**src/rtl/maze_pkg.sv**
```systemverilog
// maze_pkg: definitions shared by the maze-generation blocks.
//
// Contents:
//   DIR_N/E/S/W  - 2-bit direction codes (0=N, 1=E, 2=S, 3=W). They are
//                  shared by the carver and by every user of the random stream.
//   state_t      - state encoding for the random-direction arbiter FSM.
//   clog2()      - ceiling log2, used to size counters and indices.
//
// No ports; this file is a package only.
package maze_pkg;

    localparam logic [1:0] DIR_N = 2'd0;
    localparam logic [1:0] DIR_E = 2'd1;
    localparam logic [1:0] DIR_S = 2'd2;
    localparam logic [1:0] DIR_W = 2'd3;

    typedef enum logic [1:0] {
        ST_IDLE = 2'd0,
        ST_PICK = 2'd1,
        ST_DONE = 2'd2
    } state_t;

    // Smallest r such that 2**r >= value. clog2(1) = 0.
    function automatic int clog2(input int value);
        int result;
        result = 0;
        for (int r = 0; r < 31; r++) begin
            if ((1 << r) < value) begin
                result = r + 1;
            end
        end
        return result;
    endfunction

endpackage

```
**src/rtl/rand_dir_arbiter_if.sv**
```systemverilog
// rand_dir_arbiter_if: request/acknowledge bundle between the maze-logic
// requesters and the random-direction arbiter.
//
// Signals (NREQ = number of requesters):
//   req_i  [NREQ-1:0]   per-requester request level
//   mask_i [4*NREQ-1:0] legal-direction mask, requester k uses [4k+3:4k]
//   ack_o  [NREQ-1:0]   one-hot, single-cycle completion pulse
//   dir_o  [1:0]        chosen direction, valid while ack_o != 0
//   none_o              mask was empty, caller must backtrack
//   busy_o              arbiter is serving a request
//
// Modports: master = requester side, slave = arbiter side.
interface rand_dir_arbiter_if #(
    parameter int NREQ = 2
) ();

    logic [NREQ-1:0]   req_i;
    logic [4*NREQ-1:0] mask_i;
    logic [NREQ-1:0]   ack_o;
    logic [1:0]        dir_o;
    logic              none_o;
    logic              busy_o;

    modport master (
        output req_i, mask_i,
        input  ack_o, dir_o, none_o, busy_o
    );

    modport slave (
        input  req_i, mask_i,
        output ack_o, dir_o, none_o, busy_o
    );

endinterface

```
**src/rtl/rr_arbiter.sv**
```systemverilog
// rr_arbiter: combinational round-robin request picker.
//
// Picks the first set bit of req_i at or after ptr_i, wrapping modulo NREQ
// (also for non-power-of-two NREQ). The pointer register lives in the parent.
//
// Ports:
//   req_i [NREQ-1:0]  request vector
//   ptr_i [IDXW-1:0]  highest-priority index, must be < NREQ
//   gnt_o [NREQ-1:0]  one-hot grant, zero when no request is set
//   idx_o [IDXW-1:0]  encoded index of the grant, zero when none
module rr_arbiter
    import maze_pkg::*;
#(
    parameter int NREQ = 2,
    parameter int IDXW = clog2(NREQ)
) (
    input  logic [NREQ-1:0] req_i,
    input  logic [IDXW-1:0] ptr_i,
    output logic [NREQ-1:0] gnt_o,
    output logic [IDXW-1:0] idx_o
);

    int              cand;
    logic [IDXW-1:0] cand_idx;
    logic            found;

    // Walk the requesters starting at the pointer; the first hit wins.
    always_comb begin
        gnt_o    = '0;
        idx_o    = '0;
        found    = 1'b0;
        cand     = 0;
        cand_idx = '0;
        for (int i = 0; i < NREQ; i++) begin
            cand = int'(ptr_i) + i;
            if (cand >= NREQ) begin
                cand = cand - NREQ;
            end
            cand_idx = IDXW'(cand);
            if (!found && req_i[cand_idx]) begin
                found           = 1'b1;
                gnt_o[cand_idx] = 1'b1;
                idx_o           = cand_idx;
            end
        end
    end

endmodule

```
**src/rtl/rand_dir_arbiter.sv**
```systemverilog
// rand_dir_arbiter: shares the 2-bit random direction stream among NREQ
// requesters. Each request carries a 4-bit legal-direction mask; the block
// rejection-samples rand_i (one sample per cycle) until it lands on a legal
// direction and returns it with a one-hot ack. After MAX_TRIES misses the
// lowest legal direction (N>E>S>W) is returned instead. An empty mask is
// answered immediately with none_o. Requesters are served round-robin.
//
// Ports:
//   clk, rst         clock, synchronous active-high reset
//   rand_i [1:0]     random direction, new value every cycle
//   bus              rand_dir_arbiter_if.slave (req/mask in, ack/dir/none/busy out)
//   stat_miss_o      [15:0] saturating PICK-miss count   (RAND_DIR_STATS_EN only)
//   stat_fallback_o  [7:0]  saturating fallback count    (RAND_DIR_STATS_EN only)
//
// Optional build macro: RAND_DIR_STATS_EN adds the two statistics counters.
module rand_dir_arbiter
    import maze_pkg::*;
#(
    parameter int NREQ      = 2,
    parameter int MAX_TRIES = 8
) (
    input  logic              clk,
    input  logic              rst,
    input  logic [1:0]        rand_i,
`ifdef RAND_DIR_STATS_EN
    output logic [15:0]       stat_miss_o,
    output logic [7:0]        stat_fallback_o,
`endif
    rand_dir_arbiter_if.slave bus
);

    localparam int IDXW = clog2(NREQ);
    localparam int TRYW = clog2(MAX_TRIES + 1);

    state_t          state_q, state_d;
    logic [IDXW-1:0] idx_q, idx_d;
    logic [IDXW-1:0] rr_q, rr_d;
    logic [IDXW-1:0] rr_next;
    logic [3:0]      mask_q, mask_d;
    logic [TRYW-1:0] try_q, try_d;
    logic [1:0]      dir_q, dir_d;
    logic            none_q, none_d;

    logic [NREQ-1:0] gnt;
    logic [IDXW-1:0] gnt_idx;
    logic [3:0]      mask_sel;
    logic [1:0]      fb_dir;
    logic            last_try;
    logic [NREQ-1:0] ack;

    rr_arbiter #(
        .NREQ (NREQ),
        .IDXW (IDXW)
    ) u_rr (
        .req_i (bus.req_i),
        .ptr_i (rr_q),
        .gnt_o (gnt),
        .idx_o (gnt_idx)
    );

    // Mask of the requester that would be granted this cycle.
    always_comb begin
        mask_sel = '0;
        for (int k = 0; k < NREQ; k++) begin
            if (gnt[k]) begin
                mask_sel = bus.mask_i[4*k +: 4];
            end
        end
    end

    // Deterministic fallback: lowest legal direction, N first.
    always_comb begin
        if (mask_q[DIR_N]) begin
            fb_dir = DIR_N;
        end else if (mask_q[DIR_E]) begin
            fb_dir = DIR_E;
        end else if (mask_q[DIR_S]) begin
            fb_dir = DIR_S;
        end else begin
            fb_dir = DIR_W;
        end
    end

    assign rr_next  = (idx_q == IDXW'(NREQ - 1)) ? '0 : idx_q + 1'b1;
    assign last_try = (try_q == TRYW'(MAX_TRIES - 1));

    always_comb begin
        state_d = state_q;
        idx_d   = idx_q;
        rr_d    = rr_q;
        mask_d  = mask_q;
        try_d   = try_q;
        dir_d   = dir_q;
        none_d  = none_q;
        case (state_q)
            ST_IDLE: begin
                dir_d  = DIR_N;
                none_d = 1'b0;
                if (|bus.req_i) begin
                    idx_d   = gnt_idx;
                    mask_d  = mask_sel;
                    try_d   = '0;
                    state_d = ST_PICK;
                end
            end
            ST_PICK: begin
                // A dropped request abandons the pick; the pointer stays put.
                if (!bus.req_i[idx_q]) begin
                    state_d = ST_IDLE;
                end else if (mask_q == 4'b0000) begin
                    none_d  = 1'b1;
                    dir_d   = DIR_N;
                    rr_d    = rr_next;
                    state_d = ST_DONE;
                end else if (mask_q[rand_i]) begin
                    dir_d   = rand_i;
                    rr_d    = rr_next;
                    state_d = ST_DONE;
                end else if (last_try) begin
                    try_d   = try_q + 1'b1;
                    dir_d   = fb_dir;
                    rr_d    = rr_next;
                    state_d = ST_DONE;
                end else begin
                    try_d = try_q + 1'b1;
                end
            end
            ST_DONE: begin
                state_d = ST_IDLE;
            end
            default: begin
                state_d = ST_IDLE;
            end
        endcase
    end

    always_ff @(posedge clk) begin
        if (rst) begin
            state_q <= ST_IDLE;
            idx_q   <= '0;
            rr_q    <= '0;
            mask_q  <= '0;
            try_q   <= '0;
            dir_q   <= DIR_N;
            none_q  <= 1'b0;
        end else begin
            state_q <= state_d;
            idx_q   <= idx_d;
            rr_q    <= rr_d;
            mask_q  <= mask_d;
            try_q   <= try_d;
            dir_q   <= dir_d;
            none_q  <= none_d;
        end
    end

    // Results are only presented during the single DONE cycle.
    always_comb begin
        ack = '0;
        for (int k = 0; k < NREQ; k++) begin
            ack[k] = (state_q == ST_DONE) && (idx_q == IDXW'(k));
        end
    end

    assign bus.ack_o  = ack;
    assign bus.dir_o  = (state_q == ST_DONE) ? dir_q : DIR_N;
    assign bus.none_o = (state_q == ST_DONE) && none_q;
    assign bus.busy_o = (state_q != ST_IDLE);

`ifdef RAND_DIR_STATS_EN
    logic        pick_miss;
    logic        pick_fallback;
    logic [15:0] stat_miss_q, stat_miss_d;
    logic [7:0]  stat_fb_q, stat_fb_d;

    // A miss is a live PICK sample outside a non-empty mask.
    always_comb begin
        pick_miss     = (state_q == ST_PICK) && bus.req_i[idx_q] &&
                        (mask_q != 4'b0000) && !mask_q[rand_i];
        pick_fallback = pick_miss && last_try;
        stat_miss_d   = stat_miss_q;
        stat_fb_d     = stat_fb_q;
        if (pick_miss && (stat_miss_q != 16'hFFFF)) begin
            stat_miss_d = stat_miss_q + 16'd1;
        end
        if (pick_fallback && (stat_fb_q != 8'hFF)) begin
            stat_fb_d = stat_fb_q + 8'd1;
        end
    end

    always_ff @(posedge clk) begin
        if (rst) begin
            stat_miss_q <= '0;
            stat_fb_q   <= '0;
        end else begin
            stat_miss_q <= stat_miss_d;
            stat_fb_q   <= stat_fb_d;
        end
    end

    assign stat_miss_o     = stat_miss_q;
    assign stat_fallback_o = stat_fb_q;
`else
    // Statistics counters are not built in this configuration.
`endif

endmodule

```
**src/flat_wrapper.sv**
```systemverilog
// flat-port wrapper written by rule: the top's interface ports become plain ports
module rand_dir_arbiter_flat import maze_pkg::*;
#(
    parameter int NREQ      = 2,
    parameter int MAX_TRIES = 8
)
  (clk, rst, rand_i, bus_req_i, bus_mask_i, bus_ack_o, bus_dir_o, bus_none_o, bus_busy_o);
  rand_dir_arbiter_if #(.NREQ(NREQ)) bus_i ();
  input  logic clk;
  input  logic rst;
  input  logic [1:0] rand_i;
  input wire logic [$bits(bus_i.req_i)-1:0] bus_req_i;
  input wire logic [$bits(bus_i.mask_i)-1:0] bus_mask_i;
  output wire logic [$bits(bus_i.ack_o)-1:0] bus_ack_o;
  output wire logic [$bits(bus_i.dir_o)-1:0] bus_dir_o;
  output wire logic [$bits(bus_i.none_o)-1:0] bus_none_o;
  output wire logic [$bits(bus_i.busy_o)-1:0] bus_busy_o;
  assign bus_i.req_i = bus_req_i;
  assign bus_i.mask_i = bus_mask_i;
  assign bus_ack_o = bus_i.ack_o;
  assign bus_dir_o = bus_i.dir_o;
  assign bus_none_o = bus_i.none_o;
  assign bus_busy_o = bus_i.busy_o;
  rand_dir_arbiter #(.NREQ(NREQ), .MAX_TRIES(MAX_TRIES)) u_core (.clk(clk), .rst(rst), .rand_i(rand_i), .bus(bus_i));
endmodule
```
**config.mk**
```make
export PLATFORM = sky130hd
export DESIGN_NAME = rand_dir_arbiter_flat
export DESIGN_NICKNAME = d
export VERILOG_FILES = /design/src/rtl/maze_pkg.sv /design/src/rtl/rand_dir_arbiter_if.sv /design/src/rtl/rr_arbiter.sv /design/src/rtl/rand_dir_arbiter.sv /design/src/flat_wrapper.sv
export SDC_FILE = /design/constraint.sdc
export NUM_CORES = 1
export LEC_CHECK = 0
export ABC_AREA = 1
export CELL_PAD_IN_SITES_DETAIL_PLACEMENT = 1
export CELL_PAD_IN_SITES_GLOBAL_PLACEMENT = 1
export CORE_ASPECT_RATIO = 0.6
export CORE_MARGIN = 1.5
export CORE_UTILIZATION = 35
export CTS_CLUSTER_SIZE = 10
export DETAILED_ROUTE_END_ITERATION = 8
export PLACE_DENSITY = 0.89
export RECOVER_POWER = 25
export SLEW_MARGIN = 15
export SYNTH_ARGS = -nofsm -noshare
export SYNTH_HDL_FRONTEND = slang
export SYNTH_SLANG_ARGS = --single-unit
```
**constraint.sdc**
```tcl
create_clock -name clk -period 3.5 [get_ports clk]
set_input_delay 0.35 -clock clk [delete_from_list [all_inputs] [get_ports clk]]
set_output_delay 0.35 -clock clk [all_outputs]
set_load 0.02 [all_outputs]
```
==> results of run 1 <==
cell type report:
class                   count  area, µm²
clock buffers               3       41.3
clock inverters             1       7.51
fillers                   331       1300
inverters                  28        105
multi-input cells          98        483
flip-flops and latches     15        300
well taps                  32       40.0
repair buffers             19        190
metal layers:
| layer | share of wire | wire length (µm) | vias to the layer above | track usage |
|---|---|---|---|---|
| met5 | 0 | 0 | - | 0 |
| met4 | 0.021 | 56 | 0 | 0.0960 |
| met3 | 0.045 | 120 | 7 | 0.0591 |
| met2 | 0.46 | 1230 | 23 | 0.344 |
| met1 | 0.47 | 1260 | 456 | 0.287 |
| li1 | - | - | 500 | - |
state kept, by name, summed over array words and instances, names as in the netlist:
register / cells
u_core.mask_q: 4
u_core.try_q: 4
u_core.dir_q: 2
u_core.state_q: 2
u_core.idx_q: 1
u_core.none_q: 1
u_core.rr_q: 1
worst paths after layout:
| path | start | end | slack (ns) | depth (start not counted) |
|---|---|---|---|---|
| worst max-delay path | bus_req_i[0] | u_core.try_q[2] | 1.29 | 5 |
| worst min-delay path | u_core.none_q | u_core.none_q | 0.46 | 2 |
| worst max register to register | u_core.state_q[0] | u_core.try_q[2] | 1.98 | 6 |
| worst min register to register | u_core.none_q | u_core.none_q | 0.46 | 2 |
where the power goes:
group | internal (mW) | leakage (nW) | switching (mW)
sequential | 0.189 | 0.123 | 0.0147
clock | 0.0804 | 0.0217 | 0.0740
combinational | 0.0558 | 0.400 | 0.0929
logic make-up after synthesis:
family | share of synthesized area
compound gates | 0.198
simple gates | 0.330
fa+ha+maj | 0.0138
flops | 0.332
buf+inv | 0.126
cell usage in the layout (no fill, tap or decap):
cell,n
inv_1,27
nand2_1,27
nand3_1,17
clkdlybuf4s50_1,17
o21ai_0,16
dfxtp_1,15
a21oi_1,14
nor2_1,12
or2_2,3
clkbuf_8,3
nand4_1,2
dlygate4sd3_1,2
nand3b_2,1
nand3_2,1
o21ai_4,1
inv_2,1
nand2_2,1
nor3_1,1
a21oi_2,1
ha_1,1
clkinvlp_4,1
critical path: stages:
cell           delay (ns)
dlygate4sd3_1        0.64
o21ai_0              0.82
nand2_2              0.26
a21oi_1              0.23
nor2_1               0.06
cell usage after synthesis:
| master | instances |
|---|---|
| o21ai_4 | 1 |
| buf_2 | 1 |
| inv_2 | 1 |
| nand3_1 | 17 |
| o21ai_0 | 14 |
| nand2_2 | 2 |
| clkbuf_1 | 1 |
| nor2_1 | 12 |
| a21oi_1 | 14 |
| or2_2 | 3 |
| a21oi_2 | 1 |
| inv_1 | 27 |
| dfxtp_1 | 15 |
| ha_1 | 1 |
| o21ai_2 | 1 |
| nand2_1 | 26 |
| nor3_1 | 1 |
| nand3b_2 | 1 |
| nand4_1 | 2 |
| o21ai_1 | 1 |
| nand3_2 | 1 |
stage by stage:
step | worst slack (ns) | hold slack (ns) | utilization
2_1_floorplan | 2.19 | 0.440 | -
3_3_place_gp | 1.52 | 0.452 | 0.455
3_5_place_dp | 1.44 | 0.456 | 0.455
4_1_cts | 1.39 | 0.464 | 0.475
5_1_grt | 1.01 | 0.495 | 0.473
6_report | 1.29 | 0.461 | 0.473
==> results by group, run 1 <==
Placement
  – Post-place instance area: 1120 µm²
  – Placed insts: 192
  – HPWL after DPL: 2200 µm
  – PortBufs: 19
  – GPL Wtd Cong: just over 0.8

Clock tree
  – Num CTS Buffers: 3
  – TritonCTS clock tree: built
  – Setup bufs post-CTS: 0
  – Cts repair resizes: 0
  – Clock Latency Late Sink: 0.26 ns
  – Max Root-Sink Buffers: 2
  – Post-CTS Hold Buffers: 0
  – Register clock-pin slew on the reported worst setup and hold paths: 0.07 ns
  – Root buf cell: clkbuf_8
  – H-tree depth: 1
  – # clock sinks: 15

Synthesis
  – Synth Net Count: 158
  – Sequential share of the synthesized area: 0.332
  – Synth cell types: 21
  – Synthesized area per cell: between 6 and 7 µm²
  – Dominant cell type by area after synthesis: dfxtp_1
  – #FFs+latches synth: 15
  – YS warnings: 0
  – Synth top area share: 0.332
  – Post-Synthesis Cells: 143
  – Synth Cell Area: 903 µm²
  – Area contributors post-synth: dfxtp_1 33%, inv_1 11%, nand2_1 11%

Die
  – Die width: roughly 69 µm
  – Initial core utilization: 0.366
  – Core area: ~2500 µm²
  – Height of the chip: 42.4 µm
  – I/O pin cnt: 20
  – Die area: 2900 µm²
  – Row count: 14

GRT
  – Vias in the first global route: just under 1,000
  – GRT Total Usage: 0.222
  – Grt ovf: 0
  – Largest net degree at the start of global routing: 12
  – Initial antenna violation count: 0
  – First-pass GRT wire length: 4510 µm

Timing
  – Minimum clock period: 2.21 ns
  – Worst relative slew slack: 0.331
  – Slew @ Worst Pin: 0.992 ns
  – Hold Violations, Final: 0
  – Fin Setup TNS: 0 ns
  – Highest clock rate: between 0.4 and 0.5 GHz
  – Final setup violation count: 0
  – Final period utilization: 0.630
  – Skew final: ~0.0048 ns
  – Max-slew violations: 0
  – Unrepaired setup endpoints after global routing: false

Cells and area
  – Post-route insts no fill: 196
  – Area Overhead vs Synth: 29.2%
  – Share of cells above drive strength 1: 0.0793
  – Ant. Diodes: 0
  – Finished Cell Area: 1170 µm²
  – Total Nets Final: 180

Drt
  – DR pass1 iterations: 4
  – Via count: 986
  – DRT iter0 DRCs: 37
  – Detailed-route wire length: 2670 µm
  – Post-DR vias/cell: 5.03
  – Remaining DRCs: 0
  – Post-route antenna net violation count: 0
  – Wire per inst: 13.6 µm

Setup path
  – Req. time, crit path: 3.66 ns
  – Crit path capture type: flop
  – CP Launch Type: input port
  – Worst Setup Path Type: in -> reg
  – CP Max Fanout: 11
  – Crit path arrival time: between 2 and 2.5 ns

Run status
  – Outcome: finished, final reports clean

Flow run
  – Maxcap violations: 0

Pwr
  – Leak pwr: 0.545 nW
  – VDD IR max: 175 µV
  – Total power: 0.507 mW
  – Pwr Density: between 400 and 500 nW/µm²

Min path
  – Tightest Hold Check Type: reg -> reg
Power figures use the tool's default switching activity.
==> run 2, diff against run 1 <==
--- a/config.mk
+++ b/config.mk
@@ -10,10 +10,10 @@
 export CELL_PAD_IN_SITES_GLOBAL_PLACEMENT = 1
 export CORE_ASPECT_RATIO = 0.6
 export CORE_MARGIN = 1.5
-export CORE_UTILIZATION = 35
+export CORE_UTILIZATION = 33
 export CTS_CLUSTER_SIZE = 10
 export DETAILED_ROUTE_END_ITERATION = 8
-export PLACE_DENSITY = 0.89
+export PLACE_DENSITY = 0.85
 export RECOVER_POWER = 25
 export SLEW_MARGIN = 15
 export SYNTH_ARGS = -nofsm -noshare
==> constraint.sdc (replaced) <==
create_clock -name clk -period 2.3 [get_ports clk]
set_input_delay 0.23 -clock clk [delete_from_list [all_inputs] [get_ports clk]]
set_output_delay 0.23 -clock clk [all_outputs]
set_load 0.02 [all_outputs]
==> results by group, run 2 (synthesized netlist as in run 1, its figures left out) <==
Run status
  – Outcome: finished, final reports clean (unchanged)

Setup path
  – R2R Path Start: u_core.try_q[0] (was u_core.state_q[0])
  – Cell chain of the critical path: inv_1 -> or2_2 -> nor2_1 -> clkdlybuf4s50_1 (was dlygate4sd3_1 -> o21ai_0 -> nand2_2 -> a21oi_1 -> nor2_1)
  – CP Launch Point: u_core.state_q[1] (was bus_req_i[0])
  – Req. time, crit path: 2.07 ns (was 3.66 ns)
  – Worst path bufs/invs: 2 (was 1)
  – Worst path slowest cell: clkdlybuf4s50_1 (was o21ai_0)
  – CP Max Fanout: 5 (was 11)
  – Crit path capture type: output port (was flop)
  – Delay of the slowest critical-path stage: 0.61 ns (was 0.82 ns)
  – Crit path arrival time: 1.72 ns (was 2.37 ns)
  – Crit-path leading delay family: buffers and inverters (was compound AO/OA/AOI/OAI gates)
  – Worst Setup Path Type: reg -> out (was in -> reg)
  – CP Launch Type: flop (was input port)

Clock tree
  – Max Root-Sink Buffers: 2 (unchanged)
  – Cts repair resizes: 0 (unchanged)
  – # clock sinks: 15 (unchanged)
  – Num CTS Buffers: 3 (unchanged)
  – Clock Latency Late Sink: 0.25 ns (was 0.26 ns)
  – H-tree depth: 1 (unchanged)
  – Root buf cell: clkbuf_8 (unchanged)
  – Setup bufs post-CTS: 0 (unchanged)
  – TritonCTS clock tree: built (unchanged)
  – Post-CTS Hold Buffers: 0 (unchanged)
  – Register clock-pin slew on the reported worst setup and hold paths: 0.06 ns (was 0.07 ns)

Placement
  – Post-place instance area: 1130 µm² (was 1120 µm²)
  – Placed insts: 193 (was 192)
  – PortBufs: 19 (unchanged)
  – GPL Wtd Cong: 0.849 (was 0.821)
  – HPWL after DPL: 1970 µm (was 2200 µm)

Cells and area
  – Post-route insts no fill: 197 (was 196)
  – Most common cell after layout, fill and taps aside: inv_1
  – Ant. Diodes: 0 (unchanged)
  – Share of cells above drive strength 1: 0.0909 (was 0.0793)
  – Leading cell types in the layout, fill and taps excluded: 27 x inv_1, 26 x nand2_1, 17 x nand3_1 (was 27 x inv_1, 27 x nand2_1, 17 x nand3_1, 17 x clkdlybuf4s50_1, 16 x o21ai_0)
  – Largest regs: u_core.mask_q (4), u_core.try_q (4) (unchanged)
  – Area Overhead vs Synth: 30.3% (was 29.2%)
  – Finished Cell Area: 1180 µm² (was 1170 µm²)
  – Total Nets Final: 181 (was 180)

Die
  – Die width: 70.5 µm (was 68.6 µm)
  – Row count: 14 (unchanged)
  – Core area: 2560 µm² (was 2470 µm²)
  – Height of the chip: 43.5 µm (was 42.4 µm)
  – Initial core utilization: 0.353 (was 0.366)
  – Die area: 3070 µm² (was 2900 µm²)
  – I/O pin cnt: 20 (unchanged)

GRT
  – First-pass GRT wire length: 4090 µm (was 4510 µm)
  – Grt ovf: 0 (unchanged)
  – Vias in the first global route: 901 (was 983)
  – GRT Total Usage: 0.177 (was 0.222)
  – Initial antenna violation count: 0 (unchanged)
  – Largest net degree at the start of global routing: 11 (was 12)

Timing
  – Hold Violations, Final: 0 (unchanged)
  – Final setup violation count: 0 (unchanged)
  – Skew final: 0.000894 ns (was 0.00477 ns)
  – Fin Setup TNS: 0 ns (unchanged)
  – Worst relative slew slack: 0.727 (was 0.331)
  – Highest clock rate: 0.512 GHz
  – Unrepaired setup endpoints after global routing: false (unchanged)
  – Max-slew violations: 0 (unchanged)
  – Final period utilization: 0.849
  – Slew @ Worst Pin: 0.408 ns (was 0.992 ns)
  – Minimum clock period: 1.95 ns

Pwr
  – VDD IR max: 241 µV (was 175 µV)
  – Leak pwr: 0.553 nW (was 0.545 nW)
  – Total power: 0.757 mW (was 0.507 mW)
  – Pwr Density: 643 nW/µm² (was 434 nW/µm²)

Drt
  – Wire per inst: 12.6 µm (was 13.6 µm)
  – DRT iter0 DRCs: 15 (was 37)
  – Post-DR vias/cell: 4.86 (was 5.03)
  – Detailed-route wire length: 2490 µm (was 2670 µm)
  – Remaining DRCs: 0 (unchanged)
  – DR pass1 iterations: 4 (unchanged)
  – Via count: 958 (was 986)
  – Post-route antenna net violation count: 0 (unchanged)

Flow run
  – Maxcap violations: 0 (unchanged)

Min path
  – Hold Startpoint: u_core.none_q (unchanged)
  – Tightest Hold Check Type: reg -> reg (unchanged)
run 2: cell types whose count changed in the layout (fill, tap and decap cells not counted), sizes merged:
cell,change
clkbuf,+1
dlygate4sd3,+1
buf,+1
clkdlybuf4s50,-1
clkinvlp,-1
run 2: routing by layer:
metal | share of wire | vias up | GRT usage | routed length, µm
met2 | 0.43 | 21 | 0.296 | 1070
li1 | - | 502 | - | -
met5 | 0 | - | 0 | 0
met4 | 0.017 | 0 | 0.0792 | 42
met3 | 0.051 | 5 | 0.0535 | 128
met1 | 0.50 | 430 | 0.216 | 1250
run 2: through the flow:
step / hold slack [ns] / setup WS, ns / util
floorplan: 0.440 / 1.11 / -
global placement: 0.453 / 0.678 / 0.443
detailed placement: 0.477 / 0.592 / 0.443
CTS: 0.487 / 0.329 / 0.460
global route: 0.523 / 0.247 / 0.460
finish: 0.484 / 0.346 / 0.460
run 2: worst register-to-register path, stage by stage (launching register included):
cell     delay, ns
dfxtp_1       0.34
ha_1          0.23
nand3_1       0.12
nand4_1       0.19
inv_1         0.14
nand2_1       0.07
a21oi_1       0.13
run 2: power by group:
part           internal, mW  total, mW  leakage (nW)  switching, mW
sequential            0.288      0.310         0.123         0.0221
clock                 0.123      0.222        0.0228         0.0990
combinational        0.0886      0.225         0.407          0.136
total                 0.500      0.757         0.553          0.257
run 2: path summary, 6_finish.rpt:
| kind | slack [ns] | depth (start not counted) | end |
|---|---|---|---|
| worst max-delay path | 0.35 | 4 | bus_ack_o[1] |
| worst min-delay path | 0.48 | 2 | u_core.none_q |
| worst max register to register | 1.01 | 6 | u_core.state_q[0] |
| worst min register to register | 0.48 | 2 | u_core.none_q |
run 2: final cells by class:
| class | count | area (µm²) |
|---|---|---|
| fillers | 344 | 1380 |
| multi-input cells | 98 | 489 |
| flip-flops and latches | 15 | 300 |
| repair buffers | 20 | 198 |
| inverters | 28 | 105 |
| clock buffers | 4 | 45.0 |
| well taps | 32 | 40.0 |
==> run 3, diff against run 2 <==
==> constraint.sdc (replaced) <==
create_clock -name clk -period 1.8 [get_ports clk]
set_input_delay 0.18 -clock clk [delete_from_list [all_inputs] [get_ports clk]]
set_output_delay 0.18 -clock clk [all_outputs]
set_load 0.02 [all_outputs]
==> results by group, run 3 (synthesized netlist as in run 1, its figures left out) <==
Run status
  – Outcome: finished, final reports clean (unchanged)

Timing
  – Minimum clock period: 1.64 ns
  – Fin Setup TNS: 0 ns (unchanged)
  – Final period utilization: 0.911
  – Max-slew violations: 0 (unchanged)
  – Skew final: 0.00841 ns (was 0.000894 ns)
  – Hold Violations, Final: 0 (unchanged)
  – Slew @ Worst Pin: 0.313 ns (was 0.408 ns)
  – Worst setup margin: 0.160 ns (was 0.346 ns)
  – Unrepaired setup endpoints after global routing: false (unchanged)
  – Highest clock rate: 0.610 GHz
  – Final setup violation count: 0 (unchanged)
  – Worst relative slew slack: 0.789 (was 0.727)

Placement
  – PortBufs: 19 (unchanged)
  – GPL Wtd Cong: 0.840 (was 0.849)
  – Placed insts: 194 (was 193)
  – Dpl ws: 0.149 ns (was 0.592 ns)
  – HPWL after DPL: 2110 µm (was 1970 µm)
  – Post-place instance area: 1140 µm² (was 1130 µm²)

Flow run
  – Maxcap violations: 0 (unchanged)

GRT
  – Grt ovf: 0 (unchanged)
  – GRT Total Usage: 0.185 (was 0.177)
  – First-pass GRT wire length: 4360 µm (was 4090 µm)
  – Initial antenna violation count: 0 (unchanged)
  – Largest net degree at the start of global routing: 11 (unchanged)
  – Vias in the first global route: 968 (was 901)

Cells and area
  – Fillers: 348 (was 344)
  – Register area: 300 µm² (unchanged)
  – Finished Cell Area: 1180 µm² (about the same)
  – Leading cell types in the layout, fill and taps excluded: 27 x inv_1, 26 x nand2_1, 17 x nand3_1 (unchanged)
  – Multi-input logic area: 489 µm² (unchanged)
  – Post-route insts no fill: 198 (was 197)
  – Most common cell after layout, fill and taps aside: inv_1 (unchanged)
  – Largest regs: u_core.mask_q (4), u_core.try_q (4) (unchanged)
  – Share of cells above drive strength 1: 0.102 (was 0.0909)
  – Area Overhead vs Synth: 30.9% (was 30.3%)
  – Ant. Diodes: 0 (unchanged)
  – Total Nets Final: 182 (was 181)

Pwr
  – Pwr Density: 829 nW/µm² (was 643 nW/µm²)
  – VDD IR max: 318 µV (was 241 µV)
  – Leak pwr: 0.580 nW (was 0.553 nW)

Clock tree
  – # clock sinks: 15 (unchanged)
  – Num CTS Buffers: 3 (unchanged)
  – TritonCTS clock tree: built (unchanged)
  – Post-CTS Hold Buffers: 0 (unchanged)
  – Max Root-Sink Buffers: 2 (unchanged)
  – Root buf cell: clkbuf_8 (unchanged)
  – Setup bufs post-CTS: 0 (unchanged)
  – H-tree depth: 1 (unchanged)
  – Register clock-pin slew on the reported worst setup and hold paths: 0.07 ns (was 0.06 ns)
  – Clock Latency Late Sink: 0.26 ns (was 0.25 ns)

Drt
  – Via count: 984 (was 958)
  – Post-DR vias/cell: 4.97 (was 4.86)
  – Post-route antenna net violation count: 0 (unchanged)
  – DR pass1 iterations: 4 (unchanged)
  – DRT iter0 DRCs: 22 (was 15)
  – Detailed-route wire length: 2520 µm (was 2490 µm)
  – Wire per inst: 12.7 µm (was 12.6 µm)
  – Remaining DRCs: 0 (unchanged)

Setup path
  – Worst Setup Path Type: reg -> out (unchanged)
  – Crit path arrival time: 1.46 ns (was 1.72 ns)
  – Reg-to-Reg End: u_core.try_q[3] (was u_core.state_q[0])
  – CP Capture Point: bus_ack_o[1] (unchanged)
  – CP Launch Type: flop (unchanged)
  – CP Launch Point: u_core.state_q[1] (unchanged)
  – CP Max Fanout: 5 (unchanged)
  – R2R Setup Slk: 0.49 ns (was 1.01 ns)
  – R2R Path Start: u_core.state_q[1] (was u_core.try_q[0])
  – Crit path capture type: output port (unchanged)
  – Worst r2r path cells: 8 (was 6)
  – Req. time, crit path: 1.62 ns (was 2.07 ns)

Die
  – Row count: 14 (unchanged)
  – Die area: 3070 µm² (unchanged)
  – Initial core utilization: 0.353 (unchanged)
  – Die width: 70.5 µm (unchanged)
  – I/O pin cnt: 20 (unchanged)
  – Height of the chip: 43.5 µm (unchanged)
  – Core area: 2560 µm² (unchanged)

Min path
  – Tightest Hold Check Type: reg -> reg (unchanged)
==> run 3: cell types whose count changed in the layout (fill, tap and decap cells not counted), sizes merged <==
| cell | before | now |
|---|---|---|
| clkbuf | 4 | 3 |
| clkinvlp | 0 | 1 |
| dlygate4sd3 | 3 | 2 |
| buf | 1 | 2 |
| clkdlybuf4s50 | 16 | 12 |
| dlygate4sd2 | 0 | 5 |
==> run 3: timing repair <==
| item | 4_1_cts | 5_1_grt |
|---|---|---|
| gates resized for setup | 5 | 0 |
| setup endpoints to repair | 5 | 0 |
| hold endpoints to repair | 0 | 0 |
==> run 3: report_power, final <==
part	internal, mW	switching, mW	total, mW
combinational	0.115	0.173	0.288
clock	0.156	0.139	0.296
sequential	0.368	0.0285	0.397
total	0.639	0.341	0.980
==> run 3: area by class of cell <==
cell class / count / share of cell area
repair buffers: 21 / 0.168
clock buffers: 3 / 0.0349
inverters: 28 / 0.0889
well taps: 32 / 0.0339
multi-input cells: 98 / 0.414
flip-flops and latches: 15 / 0.254
clock inverters: 1 / 0.00635
==> run 3: layer usage <==
metal | global-route usage | routed length [µm] | vias to the layer above
met2 | 0.321 | 1090 | 26
met5 | 0 | 0 | -
li1 | - | - | 508
met3 | 0.0628 | 157 | 5
met4 | 0.0453 | 25 | 0
met1 | 0.226 | 1250 | 445
==> run 3: worst min-delay path by stage <==
stage	from	to	cells after the start
final	u_core.none_q	u_core.none_q	2
after global routing	u_core.none_q	u_core.none_q	2
after CTS	u_core.none_q	u_core.none_q	2
after detailed placement	u_core.none_q	u_core.none_q	2
after global placement	u_core.none_q	u_core.none_q	2
after floorplan	bus_req_i[0]	u_core.idx_q	3
==> run 3: metrics by stage <==
step / total power [mW] / hold WS [ns] / utilization
2_1_floorplan: 0.594 / 0.407 / -
3_3_place_gp: 0.678 / 0.460 / 0.446
3_5_place_dp: 0.694 / 0.476 / 0.446
4_1_cts: 0.996 / 0.487 / 0.462
5_1_grt: 1.05 / 0.505 / 0.462
6_report: 0.980 / 0.484 / 0.462
==> run 3: worst max-delay path: stages, from the launching register on <==
cell and delay, ns:
dfxtp_1 0.34, inv_1 0.07, or2_2 0.34, nor2_1 0.11, dlygate4sd2_1 0.34
